`src/rtl/rs_pkg.sv`:
```
// Shared Reed-Solomon package.
// Holds the default symbol width and root-array depth, the GF(2^m) multiplicative
// group order (2^m - 1), the root-table FSM state type and exp_wrap(), which folds
// an exponent back into 0 .. 2^m-2. The syndrome and Chien blocks reuse these
// definitions.
package rs_pkg;

   localparam int SYM_W      = 8;
   localparam int MAX_PARITY = 32;
   localparam int GF_MOD     = (1 << SYM_W) - 1;

   typedef enum logic [1:0] {
      ST_IDLE  = 2'd0,
      ST_ISSUE = 2'd1,
      ST_WAIT  = 2'd2,
      ST_READY = 2'd3
   } rs_state_e;

   // alpha^GF_MOD == alpha^0, so exponents live modulo the group order
   function automatic int unsigned exp_wrap(input int unsigned e, input int unsigned modulus);
      return e % modulus;
   endfunction

endpackage

```
`src/rtl/rs_root_table_if.sv`:
```
// Bus bundle for rs_root_table.
// Groups the load control, GF antilog-table handshake and the two root read
// ports. The slave modport is the root table's view; the master modport is the
// view of the surrounding logic (controller, GF table, syndrome and Chien stages).
interface rs_root_table_if #(
   parameter int SYM_W = 8,
   parameter int IDX_W = 8
);
   // load control
   logic             load_start;
   logic [IDX_W-1:0] no_of_parity;
   logic             load_done;
   logic             table_valid;
   logic             cfg_error;
   // antilog table handshake
   logic             gf_read;
   logic [SYM_W-1:0] gf_addr;
   logic             gf_table_ready;
   logic [SYM_W-1:0] gf_data;
   // syndrome read port
   logic             synd_req;
   logic [IDX_W-1:0] synd_addr;
   logic [SYM_W-1:0] synd_root;
   logic             synd_valid;
   logic             synd_oob;
   // Chien read port
   logic             chien_req;
   logic [IDX_W-1:0] chien_addr;
   logic [SYM_W-1:0] chien_root;
   logic             chien_valid;
   logic             chien_oob;

   modport slave (
      input  load_start, no_of_parity, gf_table_ready, gf_data,
             synd_req, synd_addr, chien_req, chien_addr,
      output load_done, table_valid, cfg_error, gf_read, gf_addr,
             synd_root, synd_valid, synd_oob,
             chien_root, chien_valid, chien_oob
   );

   modport master (
      output load_start, no_of_parity, gf_table_ready, gf_data,
             synd_req, synd_addr, chien_req, chien_addr,
      input  load_done, table_valid, cfg_error, gf_read, gf_addr,
             synd_root, synd_valid, synd_oob,
             chien_root, chien_valid, chien_oob
   );

endinterface

```
`src/rtl/rs_root_rd_port.sv`:
```
// Registered root read port with range check.
// A request is honoured only while the table is valid. In-range indices
// (addr < limit) return root_sel one cycle later with valid; out-of-range indices
// raise oob for one cycle and leave root unchanged. Requests while the table is
// invalid produce nothing.
// Ports:
//   clock, reset   rising-edge clock, synchronous active-high reset
//   table_valid    root array holds a complete set of roots
//   limit          number of legal indices for this port
//   req, addr      read request and root index
//   root_sel       array word currently addressed by addr
//   root, valid, oob  registered response
module rs_root_rd_port #(
   parameter int SYM_W = 8,
   parameter int IDX_W = 8
) (
   input  logic             clock,
   input  logic             reset,
   input  logic             table_valid,
   input  logic [IDX_W-1:0] limit,
   input  logic             req,
   input  logic [IDX_W-1:0] addr,
   input  logic [SYM_W-1:0] root_sel,
   output logic [SYM_W-1:0] root,
   output logic             valid,
   output logic             oob
);

   logic [SYM_W-1:0] root_p1;
   logic             vld_p1;
   logic             oob_p1;

   // request -> registered response (one-cycle latency)
   always_ff @(posedge clock) begin
      if (reset) begin
         root_p1 <= '0;
         vld_p1  <= 1'b0;
         oob_p1  <= 1'b0;
      end else begin
         vld_p1 <= 1'b0;
         oob_p1 <= 1'b0;
         if (req && table_valid) begin
            if (addr < limit) begin
               vld_p1  <= 1'b1;
               root_p1 <= root_sel;
            end else begin
               oob_p1  <= 1'b1;
            end
         end
      end
   end

   assign root  = root_p1;
   assign valid = vld_p1;
   assign oob   = oob_p1;

endmodule

```
`src/rtl/rs_root_table.sv`:
```
// Generator-polynomial root store for the Reed-Solomon codec.
// On load_start with a legal parity count n it fetches alpha^(FCR+i), i=0..n-1,
// one at a time from the GF antilog table (gf_read strobe, wait for
// gf_table_ready), stores them locally, then pulses load_done and raises
// table_valid. Two independent registered read ports serve the syndrome stage
// (indices < n) and the Chien/locator stage (indices < n/2).
// Ports:
//   clock, reset   rising-edge clock, synchronous active-high reset
//   bus            rs_root_table_if.slave: load control, table handshake,
//                  syndrome and Chien read ports
module rs_root_table #(
   parameter int SYM_W      = rs_pkg::SYM_W,
   parameter int MAX_PARITY = rs_pkg::MAX_PARITY,
   parameter int FCR        = 1,
   parameter int IDX_W      = 8
) (
   input logic           clock,
   input logic           reset,
   rs_root_table_if.slave bus
);
   import rs_pkg::*;

   localparam int               SYM_MOD  = (1 << SYM_W) - 1;
   localparam int               AW       = (MAX_PARITY > 1) ? $clog2(MAX_PARITY) : 1;
   localparam logic [SYM_W-1:0] EXP0     = SYM_W'(exp_wrap(FCR, SYM_MOD));
   localparam logic [SYM_W-1:0] EXP_LAST = SYM_W'(SYM_MOD - 1);

   rs_state_e        state;
   logic [IDX_W-1:0] n_q;
   logic [IDX_W-1:0] idx_q;
   logic [IDX_W-1:0] idx_nxt;
   logic [SYM_W-1:0] addr_q;
   logic             read_q;
   logic             done_q;
   logic             valid_q;
   logic             err_q;
   logic             n_bad;
   logic             take_root;
   logic [IDX_W-1:0] chien_limit;
   logic [SYM_W-1:0] synd_sel;
   logic [SYM_W-1:0] chien_sel;

   logic [SYM_W-1:0] roots [MAX_PARITY];

   assign n_bad     = (bus.no_of_parity == '0) || (int'(bus.no_of_parity) > MAX_PARITY);
   assign idx_nxt   = idx_q + IDX_W'(1);
   assign take_root = (state == ST_WAIT) && bus.gf_table_ready;

   // Load sequencer. gf_read is registered, so it is raised on the transition
   // into ISSUE and dropped on the transition into WAIT; gf_addr is only updated
   // when entering ISSUE and therefore stays stable throughout WAIT.
   always_ff @(posedge clock) begin
      if (reset) begin
         state   <= ST_IDLE;
         n_q     <= '0;
         idx_q   <= '0;
         addr_q  <= '0;
         read_q  <= 1'b0;
         done_q  <= 1'b0;
         valid_q <= 1'b0;
         err_q   <= 1'b0;
      end else begin
         done_q <= 1'b0;
         case (state)
            ST_IDLE, ST_READY: begin
               if (bus.load_start) begin
                  valid_q <= 1'b0;
                  if (n_bad) begin
                     err_q <= 1'b1;
                     state <= ST_IDLE;
                  end else begin
                     err_q  <= 1'b0;
                     n_q    <= bus.no_of_parity;
                     idx_q  <= '0;
                     addr_q <= EXP0;
                     read_q <= 1'b1;
                     state  <= ST_ISSUE;
                  end
               end
            end
            ST_ISSUE: begin
               read_q <= 1'b0;
               state  <= ST_WAIT;
            end
            ST_WAIT: begin
               if (bus.gf_table_ready) begin
                  idx_q <= idx_nxt;
                  if (idx_nxt == n_q) begin
                     done_q  <= 1'b1;
                     valid_q <= 1'b1;
                     state   <= ST_READY;
                  end else begin
                     // exponent 2^m-1 aliases exponent 0, so skip straight to 0
                     addr_q <= (addr_q == EXP_LAST) ? '0 : addr_q + SYM_W'(1);
                     read_q <= 1'b1;
                     state  <= ST_ISSUE;
                  end
               end
            end
            default: state <= ST_IDLE;
         endcase
      end
   end

   // Root storage carries no reset; contents are qualified by table_valid.
   always_ff @(posedge clock) begin
      if (!reset && take_root) begin
         roots[idx_q[AW-1:0]] <= bus.gf_data;
      end
   end

   // Array lookups; indices beyond the array are rejected by the range check
   // in the port whenever the table is valid, so the zero default is never returned.
   assign synd_sel    = (int'(bus.synd_addr) < MAX_PARITY)  ? roots[bus.synd_addr[AW-1:0]]  : '0;
   assign chien_sel   = (int'(bus.chien_addr) < MAX_PARITY) ? roots[bus.chien_addr[AW-1:0]] : '0;
   assign chien_limit = n_q >> 1;

   rs_root_rd_port #(.SYM_W(SYM_W), .IDX_W(IDX_W)) u_synd_port (
      .clock       (clock),
      .reset       (reset),
      .table_valid (valid_q),
      .limit       (n_q),
      .req         (bus.synd_req),
      .addr        (bus.synd_addr),
      .root_sel    (synd_sel),
      .root        (bus.synd_root),
      .valid       (bus.synd_valid),
      .oob         (bus.synd_oob)
   );

   rs_root_rd_port #(.SYM_W(SYM_W), .IDX_W(IDX_W)) u_chien_port (
      .clock       (clock),
      .reset       (reset),
      .table_valid (valid_q),
      .limit       (chien_limit),
      .req         (bus.chien_req),
      .addr        (bus.chien_addr),
      .root_sel    (chien_sel),
      .root        (bus.chien_root),
      .valid       (bus.chien_valid),
      .oob         (bus.chien_oob)
   );

   assign bus.gf_read     = read_q;
   assign bus.gf_addr     = addr_q;
   assign bus.load_done   = done_q;
   assign bus.table_valid = valid_q;
   assign bus.cfg_error   = err_q;

endmodule
```
`src/flat_wrapper.sv`:
```
// flat-port wrapper written by rule: the top's interface ports become plain ports
module rs_root_table_flat import rs_pkg::*;
#(
   parameter int SYM_W      = rs_pkg::SYM_W,
   parameter int MAX_PARITY = rs_pkg::MAX_PARITY,
   parameter int FCR        = 1,
   parameter int IDX_W      = 8
)
  (clock, reset, bus_load_start, bus_no_of_parity, bus_gf_table_ready, bus_gf_data, bus_synd_req, bus_synd_addr, bus_chien_req, bus_chien_addr, bus_load_done, bus_table_valid, bus_cfg_error, bus_gf_read, bus_gf_addr, bus_synd_root, bus_synd_valid, bus_synd_oob, bus_chien_root, bus_chien_valid, bus_chien_oob);
  rs_root_table_if #(.SYM_W(SYM_W), .IDX_W(IDX_W)) bus_i ();
  input logic clock;
  input logic reset;
  input wire logic [$bits(bus_i.load_start)-1:0] bus_load_start;
  input wire logic [$bits(bus_i.no_of_parity)-1:0] bus_no_of_parity;
  input wire logic [$bits(bus_i.gf_table_ready)-1:0] bus_gf_table_ready;
  input wire logic [$bits(bus_i.gf_data)-1:0] bus_gf_data;
  input wire logic [$bits(bus_i.synd_req)-1:0] bus_synd_req;
  input wire logic [$bits(bus_i.synd_addr)-1:0] bus_synd_addr;
  input wire logic [$bits(bus_i.chien_req)-1:0] bus_chien_req;
  input wire logic [$bits(bus_i.chien_addr)-1:0] bus_chien_addr;
  output wire logic [$bits(bus_i.load_done)-1:0] bus_load_done;
  output wire logic [$bits(bus_i.table_valid)-1:0] bus_table_valid;
  output wire logic [$bits(bus_i.cfg_error)-1:0] bus_cfg_error;
  output wire logic [$bits(bus_i.gf_read)-1:0] bus_gf_read;
  output wire logic [$bits(bus_i.gf_addr)-1:0] bus_gf_addr;
  output wire logic [$bits(bus_i.synd_root)-1:0] bus_synd_root;
  output wire logic [$bits(bus_i.synd_valid)-1:0] bus_synd_valid;
  output wire logic [$bits(bus_i.synd_oob)-1:0] bus_synd_oob;
  output wire logic [$bits(bus_i.chien_root)-1:0] bus_chien_root;
  output wire logic [$bits(bus_i.chien_valid)-1:0] bus_chien_valid;
  output wire logic [$bits(bus_i.chien_oob)-1:0] bus_chien_oob;
  assign bus_i.load_start = bus_load_start;
  assign bus_i.no_of_parity = bus_no_of_parity;
  assign bus_i.gf_table_ready = bus_gf_table_ready;
  assign bus_i.gf_data = bus_gf_data;
  assign bus_i.synd_req = bus_synd_req;
  assign bus_i.synd_addr = bus_synd_addr;
  assign bus_i.chien_req = bus_chien_req;
  assign bus_i.chien_addr = bus_chien_addr;
  assign bus_load_done = bus_i.load_done;
  assign bus_table_valid = bus_i.table_valid;
  assign bus_cfg_error = bus_i.cfg_error;
  assign bus_gf_read = bus_i.gf_read;
  assign bus_gf_addr = bus_i.gf_addr;
  assign bus_synd_root = bus_i.synd_root;
  assign bus_synd_valid = bus_i.synd_valid;
  assign bus_synd_oob = bus_i.synd_oob;
  assign bus_chien_root = bus_i.chien_root;
  assign bus_chien_valid = bus_i.chien_valid;
  assign bus_chien_oob = bus_i.chien_oob;
  rs_root_table #(.SYM_W(SYM_W), .MAX_PARITY(MAX_PARITY), .FCR(FCR), .IDX_W(IDX_W)) u_core (.clock(clock), .reset(reset), .bus(bus_i));
endmodule
```
`config.mk`:
```
export PLATFORM = sky130hd
export DESIGN_NAME = rs_root_table_flat
export DESIGN_NICKNAME = d
export VERILOG_FILES = /design/src/rtl/rs_pkg.sv /design/src/rtl/rs_root_table_if.sv /design/src/rtl/rs_root_rd_port.sv /design/src/rtl/rs_root_table.sv /design/src/flat_wrapper.sv
export SDC_FILE = /design/constraint.sdc
export NUM_CORES = 1
export LEC_CHECK = 0
export BUFFER_PORTS_ARGS = -buffer_cell sky130_fd_sc_hd__buf_2
export CAP_MARGIN = 20
export CORE_AREA = 5 5 200 202
export CTS_CLUSTER_SIZE = 24
export DETAILED_ROUTE_END_ITERATION = 8
export DIE_AREA = 0 0 205 207
export MAX_ROUTING_LAYER = met4
export PLACE_DENSITY_LB_ADDON = 0.3
export SYNTH_ARGS = -nofsm -noshare
export SYNTH_HDL_FRONTEND = slang
export SYNTH_SLANG_ARGS = --single-unit
```
`constraint.sdc`:
```
create_clock -name clock -period 6.5 [get_ports clock]
set_clock_uncertainty 0.1 [all_clocks]
set_input_delay 0.65 -clock clock [delete_from_list [all_inputs] [get_ports clock]]
set_output_delay 0.65 -clock clock [all_outputs]
set_load 0.005 [all_outputs]
```
==> impl_results.md, run 1 <==
* Status: finished clean
* Number of CTS-inserted buffers at 36
* Initial DRC Count at 1000
* Critical path class: in -> reg
* Skew-Pair Late Insertion Delay at about 0.53 ns
* CTS tree: done
* Final Max Slew Viols at 0
* GP Congestion at around 0.88
* H-tree depth at 2
* Mean routed wirelength per cell at ~27 µm
* Sum of negative setup slack at 0 ns
* Endpoint required time on the critical path at a little under 7 ns
* NumNets Final at just under 1000
* Die Area at around 42000 µm²
* Cell Area, Synth at 14600 µm²
* Synth Net Count at 930
* Max Cap Viol at 0
* Antenna-violating nets left at 0
* Initial Util at 38.4%
* Ranking of synthesized cells by area: edfxtp_1 (53%), mux4_2 (23%), dfxtp_1 (6.8%)
* Number of global-route vias before repair at ~8600
* Leakage at roughly 0.0053 µW
* CP endpoint kind: flip-flop
* Largest net degree at the start of global routing at 66
* Actual slew at the worst max-slew pin at around 1.1 ns
* Synth area leader: edfxtp_1
* I/O Pins at 70
* RSZ-0062 raised after global routing: false
* Post-DP HPWL at about 27000 µm
* Gr usage total at 19.2%
* Via Count at 8741
* Post-synth cell types at between 50 and 60
* Gr ovfl total at 0
* EDFF count, synth at about 260
* Yosys reg bits at just over 300
* Post-synthesis area per instance at around 17 µm²
* Crit path max fanout at 36
* Clock share of power at 45.1%
* Switching Share at between 20% and 30%
* Min-Delay Path Class: in -> reg
* Max clock buf depth at 3
* Synth-to-layout area growth at 13.6%
* Initial antenna violation count at 1
* Logic gate share of total power at roughly 7%
* Clock-pin slew on the worst setup and hold paths at roughly 0.06 ns
* CP Launch Type: input port
* Finish-stage setup viols at 0
* Drt pass-1 iters at 5
* Period utilization at around half
* Post-Synthesis Cells at about 870
* Core area at about 38000 µm²
* # hold bufs at CTS at 0
* Post-CTS setup buffers at 0
* Pre-CTS WS at approximately 2.8 ns
* Ys flop type: edfxtp_1
* Most frequent cells in the layout: edfxtp_1 (256), mux4_2 (152), buf_2 (67), nor2_1 (61), dfxtp_1 (50)
* Port Buf Inserts at 69
* Pwr Density at around 270 nW/µm²
* First-pass GRT wire length at 58900 µm
* Area share of the largest cell type after synthesis at 52.6%
* Data arrival, critical path at ~3.5 ns
* Sequential fraction of the synthesis area at slightly below 60%
* Fin crit period at 3.16 ns
* Yosys Warn Count at 0
* Post_cts resized at 0
* Final worst slack at around 3.3 ns
* CTS Sinks at just over 300
* Flop pwr share at roughly 48%
* Via-to-Cell Ratio at 5.91
* Rel. slew slack at between 20 and 30%
* Die width at approximately 210 µm
* Hold Violations, Final at 0
* Asr flop ratio synth at 0%
* Rows at ~70
* Fmax at between 300 and 400 MHz
* P_sw at 984 µW
* Die height at 207 µm
* Worst vdd ir at ~0.14 mV
* Most common cell after layout, fill and taps aside: edfxtp_1
* DRC Markers at 0
* Root buf cell: clkbuf_16
* Routed WL at 40200 µm
* Share of cells above drive strength 1 at a little under a third
* P_int at approximately 3500 µW
cell usage after synthesis, types with 2 or more instances:
library cell  instances
buf_1                10
nand3b_1              4
nor2_1               61
o21ai_0              12
a21o_1                4
nor3_1               16
buf_2                17
edfxtp_1            256
a21oi_1              24
xnor2_1               7
o21a_1                4
nand2b_1              4
nor4_1                4
a22oi_1               3
nand4_1               7
or3b_2                2
o31ai_1               2
o22ai_1              16
o2111ai_1             2
xor2_1                3
and2_1                3
a22o_1                4
dfxtp_1              50
or4_1                 5
a31oi_1               7
mux4_2              152
and4_1                2
or2_2                 3
inv_1                30
ha_1                 21
nand3_1              16
mux2_2                4
o21ai_1               3
nor2b_1               3
nand2_1              28
or3_1                 2
o211ai_1              4
o311ai_0              8
clkbuf_1             25
mux2i_1              22
a211oi_1              2
o41ai_1               5
kinds of logic after synthesis:
logic type,after synthesis,share of synthesized area (%)
buffers and inverters,84,2.38
DFF,306,59.4
muxes,178,25.2
xor gates and xnor gates,10,0.599
and+or+nand+nor,166,5.68
adders and majority gates,21,1.80
AOI/OAI and AO/OA,106,4.87
worst max-delay path, cell delays in order:
cell    delay, ns
buf_2        0.77
buf_4        0.58
mux4_2       0.44
mux4_2       0.52
mux2_2       0.27
a22o_1       0.20
per-stage QoR:
stage	instance area (µm²)	cells	power (µW)	util, %	hold slack [ns]
finish	16600	1478	4440	43.6	0.312
global route	16600	1477	4580	43.6	0.326
CTS	16600	1475	4480	43.5	0.298
detailed placement	15400	1410	2480	40.5	0.390
global placement	15400	1410	2480	40.5	0.366
floorplan	14600	871	2360	-	0.354
final cells by class:
class | count | area [µm²]
fill | 3343 | 21500
antenna | 2 | 5.00
inverter | 30 | 113
multi-input combinational | 481 | 5580
clock buffer | 43 | 948
sequential | 306 | 8690
timing repair buffer | 76 | 415
clock inverter | 22 | 211
tap | 518 | 648
metal layers:
| layer | GRT usage, % | vias up | wire (µm) |
|---|---|---|---|
| met5 | - | - | 0 |
| met4 | 4.44 | 0 | 845 |
| met3 | 4.72 | 55 | 4060 |
| met2 | 28.3 | 431 | 18500 |
| met1 | 27.2 | 4513 | 16800 |
| li1 | - | 3742 | - |
path summary, 6_finish.rpt:
| check | slack [ns] | from | cells past startpoint | end |
|---|---|---|---|---|
| worst max-delay path | 3.34 | bus_chien_addr[1] | 6 | u_core.u_chien_port.root[4] |
| worst min-delay path | 0.31 | bus_no_of_parity[3] | 3 | u_core.n_q[3] |
| worst max register to register | 3.37 | u_core.state[1] | 5 | u_core.roots[25][5] |
| worst min register to register | 0.40 | u_core.state[0] | 2 | u_core.state[0] |
flip-flops by register name (all words and copies together) (netlist names):
| name | count |
|---|---|
| u_core.u_synd_port.valid | 1 |
| u_core.u_chien_port.oob | 1 |
| u_core.idx_q | 8 |
| u_core.bus.table_valid | 1 |
| u_core.u_synd_port.oob | 1 |
| u_core.bus.cfg_error | 1 |
| u_core.bus.load_done | 1 |
| u_core.bus.gf_read | 1 |
| u_core.u_synd_port.root | 8 |
| u_core.u_chien_port.root | 8 |
| u_core.bus.gf_addr | 8 |
| u_core.n_q | 8 |
| u_core.roots | 256 |
| u_core.state | 2 |
| u_core.u_chien_port.valid | 1 |
power groups by stage:
stage / sequential (µW) / clock (µW) / combinational [µW]
6_report: 2130 / 2000 / 310
5_1_grt: 2130 / 2120 / 329
4_1_cts: 2130 / 2040 / 309
3_3_place_gp: 2170 / 0 / 306
2_1_floorplan: 2170 / 0 / 195
3_5_place_dp: 2170 / 0 / 308
(Power assumes the default switching activity.)
==> run 2: changes to the inputs <==
clock period = 3.05 ns   (was 6.5 ns; I/O delays follow)
==> impl_results.md, run 2 (synthesis results as in run 1) <==
* Status: finished clean
* Sum of negative setup slack at 0 ns
* Root buf cell: clkbuf_16
* Port Buf Inserts at 69
* Via Count at roughly 9000
* Gr usage total at approximately a fifth
* Busiest metal layer after global routing: met2
* Drt pass-1 iters at 5
* Most frequent cells in the layout: edfxtp_1 (256), mux4_2 (152), buf_2 (67), nor2_1 (61), buf_4 (57)
* Die height at between 200 and 250 µm
* Max clock buf depth at 3
* First-pass GRT wire length at about 60000 µm
* Final Hold Slack at roughly 0.049 ns
* # hold bufs at CTS at 9
* Min-Delay Path Class: in -> reg
* Synth-to-layout area growth at 17.3%
* M3 GR Usage at about 3.3%
* Leakage at approximately 0.0057 µW
* Cells along the critical path: ha_1, xnor2_1, or4_1, and4_4, or4_4, a21oi_1, a311oi_2
* Post-DP Area at around 16000 µm²
* H-tree depth at 2
* Number of global-route vias before repair at roughly 9000
* Crit path max fanout at 12
* Rel. slew slack at about a third
* Max Cap Viol at 0
* Largest net degree at the start of global routing at 65
* Most common cell after layout, fill and taps aside: edfxtp_1
* Routed WL at slightly above 40000 µm
* Clock-pin slew on the worst setup and hold paths at around 0.060 ns
* Endpoint required time on the critical path at 3.34 ns
* Initial antenna violation count at 0
* Via-to-Cell Ratio at roughly 5.9
* Skew-Pair Late Insertion Delay at between 0.5 and 0.6 ns
* Pwr Density at about 540 nW/µm²
* Gr ovfl total at 0
* CP peak stage delay at 0.53 ns
* Finish-stage setup viols at 0
* Data arrival, critical path at about 3.0 ns
* GRT met1 Usage at between 20% and 30%
* Antenna-violating nets left at 0
* Rows at between 70 and 80
* CP max stage cell: or4_4
* Critical path class: reg -> reg
* M2 GR Usage at slightly above 30%
* Post-CTS setup buffers at 0
* Initial DRC Count at ~950
* Max FFs per register at between 200 and 300
* Share of cells above drive strength 1 at 34.1%
* Number of CTS-inserted buffers at 35
* Initial Util at about two fifths
* CP endpoint kind: flip-flop
* Actual slew at the worst max-slew pin at approximately 1 ns
* NumNets Final at around 1100
* Period utilization at between 80% and 90%
* Mean routed wirelength per cell at about 26 µm
* GP Congestion at between 0.8 and 0.9
* DRC Markers at 0
* Fin crit period at between 2 and 3 ns
* Post-DP HPWL at between 20000 and 30000 µm
* RSZ-0062 raised after global routing: false
* Core area at ~38000 µm²
* Post_cts resized at 0
* CTS Sinks at slightly above 300
* Ant. Diodes at 0
* Pre-CTS WS at around 0.36 ns
* Die width at 205 µm
* Hold Violations, Final at 0
* Post-route design area at ~17000 µm²
* I/O Pins at 70
* Fmax at 372 MHz
* Final-layout fill cell count at 3351
* Final worst slack at ~0.36 ns
* CTS tree: done
* CP Launch Type: flip-flop
* Worst vdd ir at 0.341 mV
* Final Max Slew Viols at 0
* Die Area at between 40000 and 50000 µm²
==> run 2: changes by cell type in the layout (fill, tap and decap cells not counted), sizes merged <==
| cell | delta |
|---|---|
| buf | +57 |
| bufinv | -2 |
| clkbuf | +5 |
| clkinv | -4 |
| clkinvlp | -1 |
| diode | -2 |
| dlygate4sd3 | +9 |
==> run 2: routing by layer <==
layer / up-vias / share of wire [%]
met1: 4721 / 42
met5: - / 0
met2: 360 / 48
met4: 0 / 2.2
li1: 3869 / -
met3: 59 / 7.5
==> run 2: where the power goes <==
group	switching (µW)	internal (µW)
Sequential	6.75	4530
Combinational	395	308
Clock	1680	2370
Total	2080	7200
==> run 2: final timing paths <==
check	startpoint	end	slack, ns	cells past startpoint
hold reg to reg	u_core.state[0]	u_core.state[0]	0.38	2
hold / removal	bus_load_start	u_core.bus.table_valid	0.05	3
setup reg to reg	u_core.idx_q[0]	u_core.bus.gf_read	0.36	7
setup / recovery	u_core.idx_q[0]	u_core.bus.gf_read	0.36	7
==> run 2: critical path, delay by kind of cell, from the launching register on <==
| kind | cells | cell delay [ns] |
|---|---|---|
| simple gates | 3 | 1.13 |
| flops | 1 | 0.50 |
| fa+ha+maj | 1 | 0.47 |
| compound gates | 2 | 0.26 |
| xor+xnor | 1 | 0.09 |
==> run 2: through the flow <==
step | utilization (%) | instances | total power [µW]
global placement | 41.9 | 1468 | 5320
finish | 45.0 | 1540 | 9290
global route | 45.0 | 1540 | 9590
detailed placement | 41.9 | 1468 | 5330
CTS | 45.0 | 1540 | 9370
floorplan | - | 871 | 5040
==> run 2: layout make-up <==
cell class                 instances  area (µm²)  share of cell area (%)
multi-input combinational        481        5580                    32.5
tap                              518         648                    3.78
timing repair buffer             142        1030                    6.03
clock inverter                    15         130                   0.759
sequential                       306        8690                    50.7
inverter                          30         113                   0.657
clock buffer                      48         955                    5.57
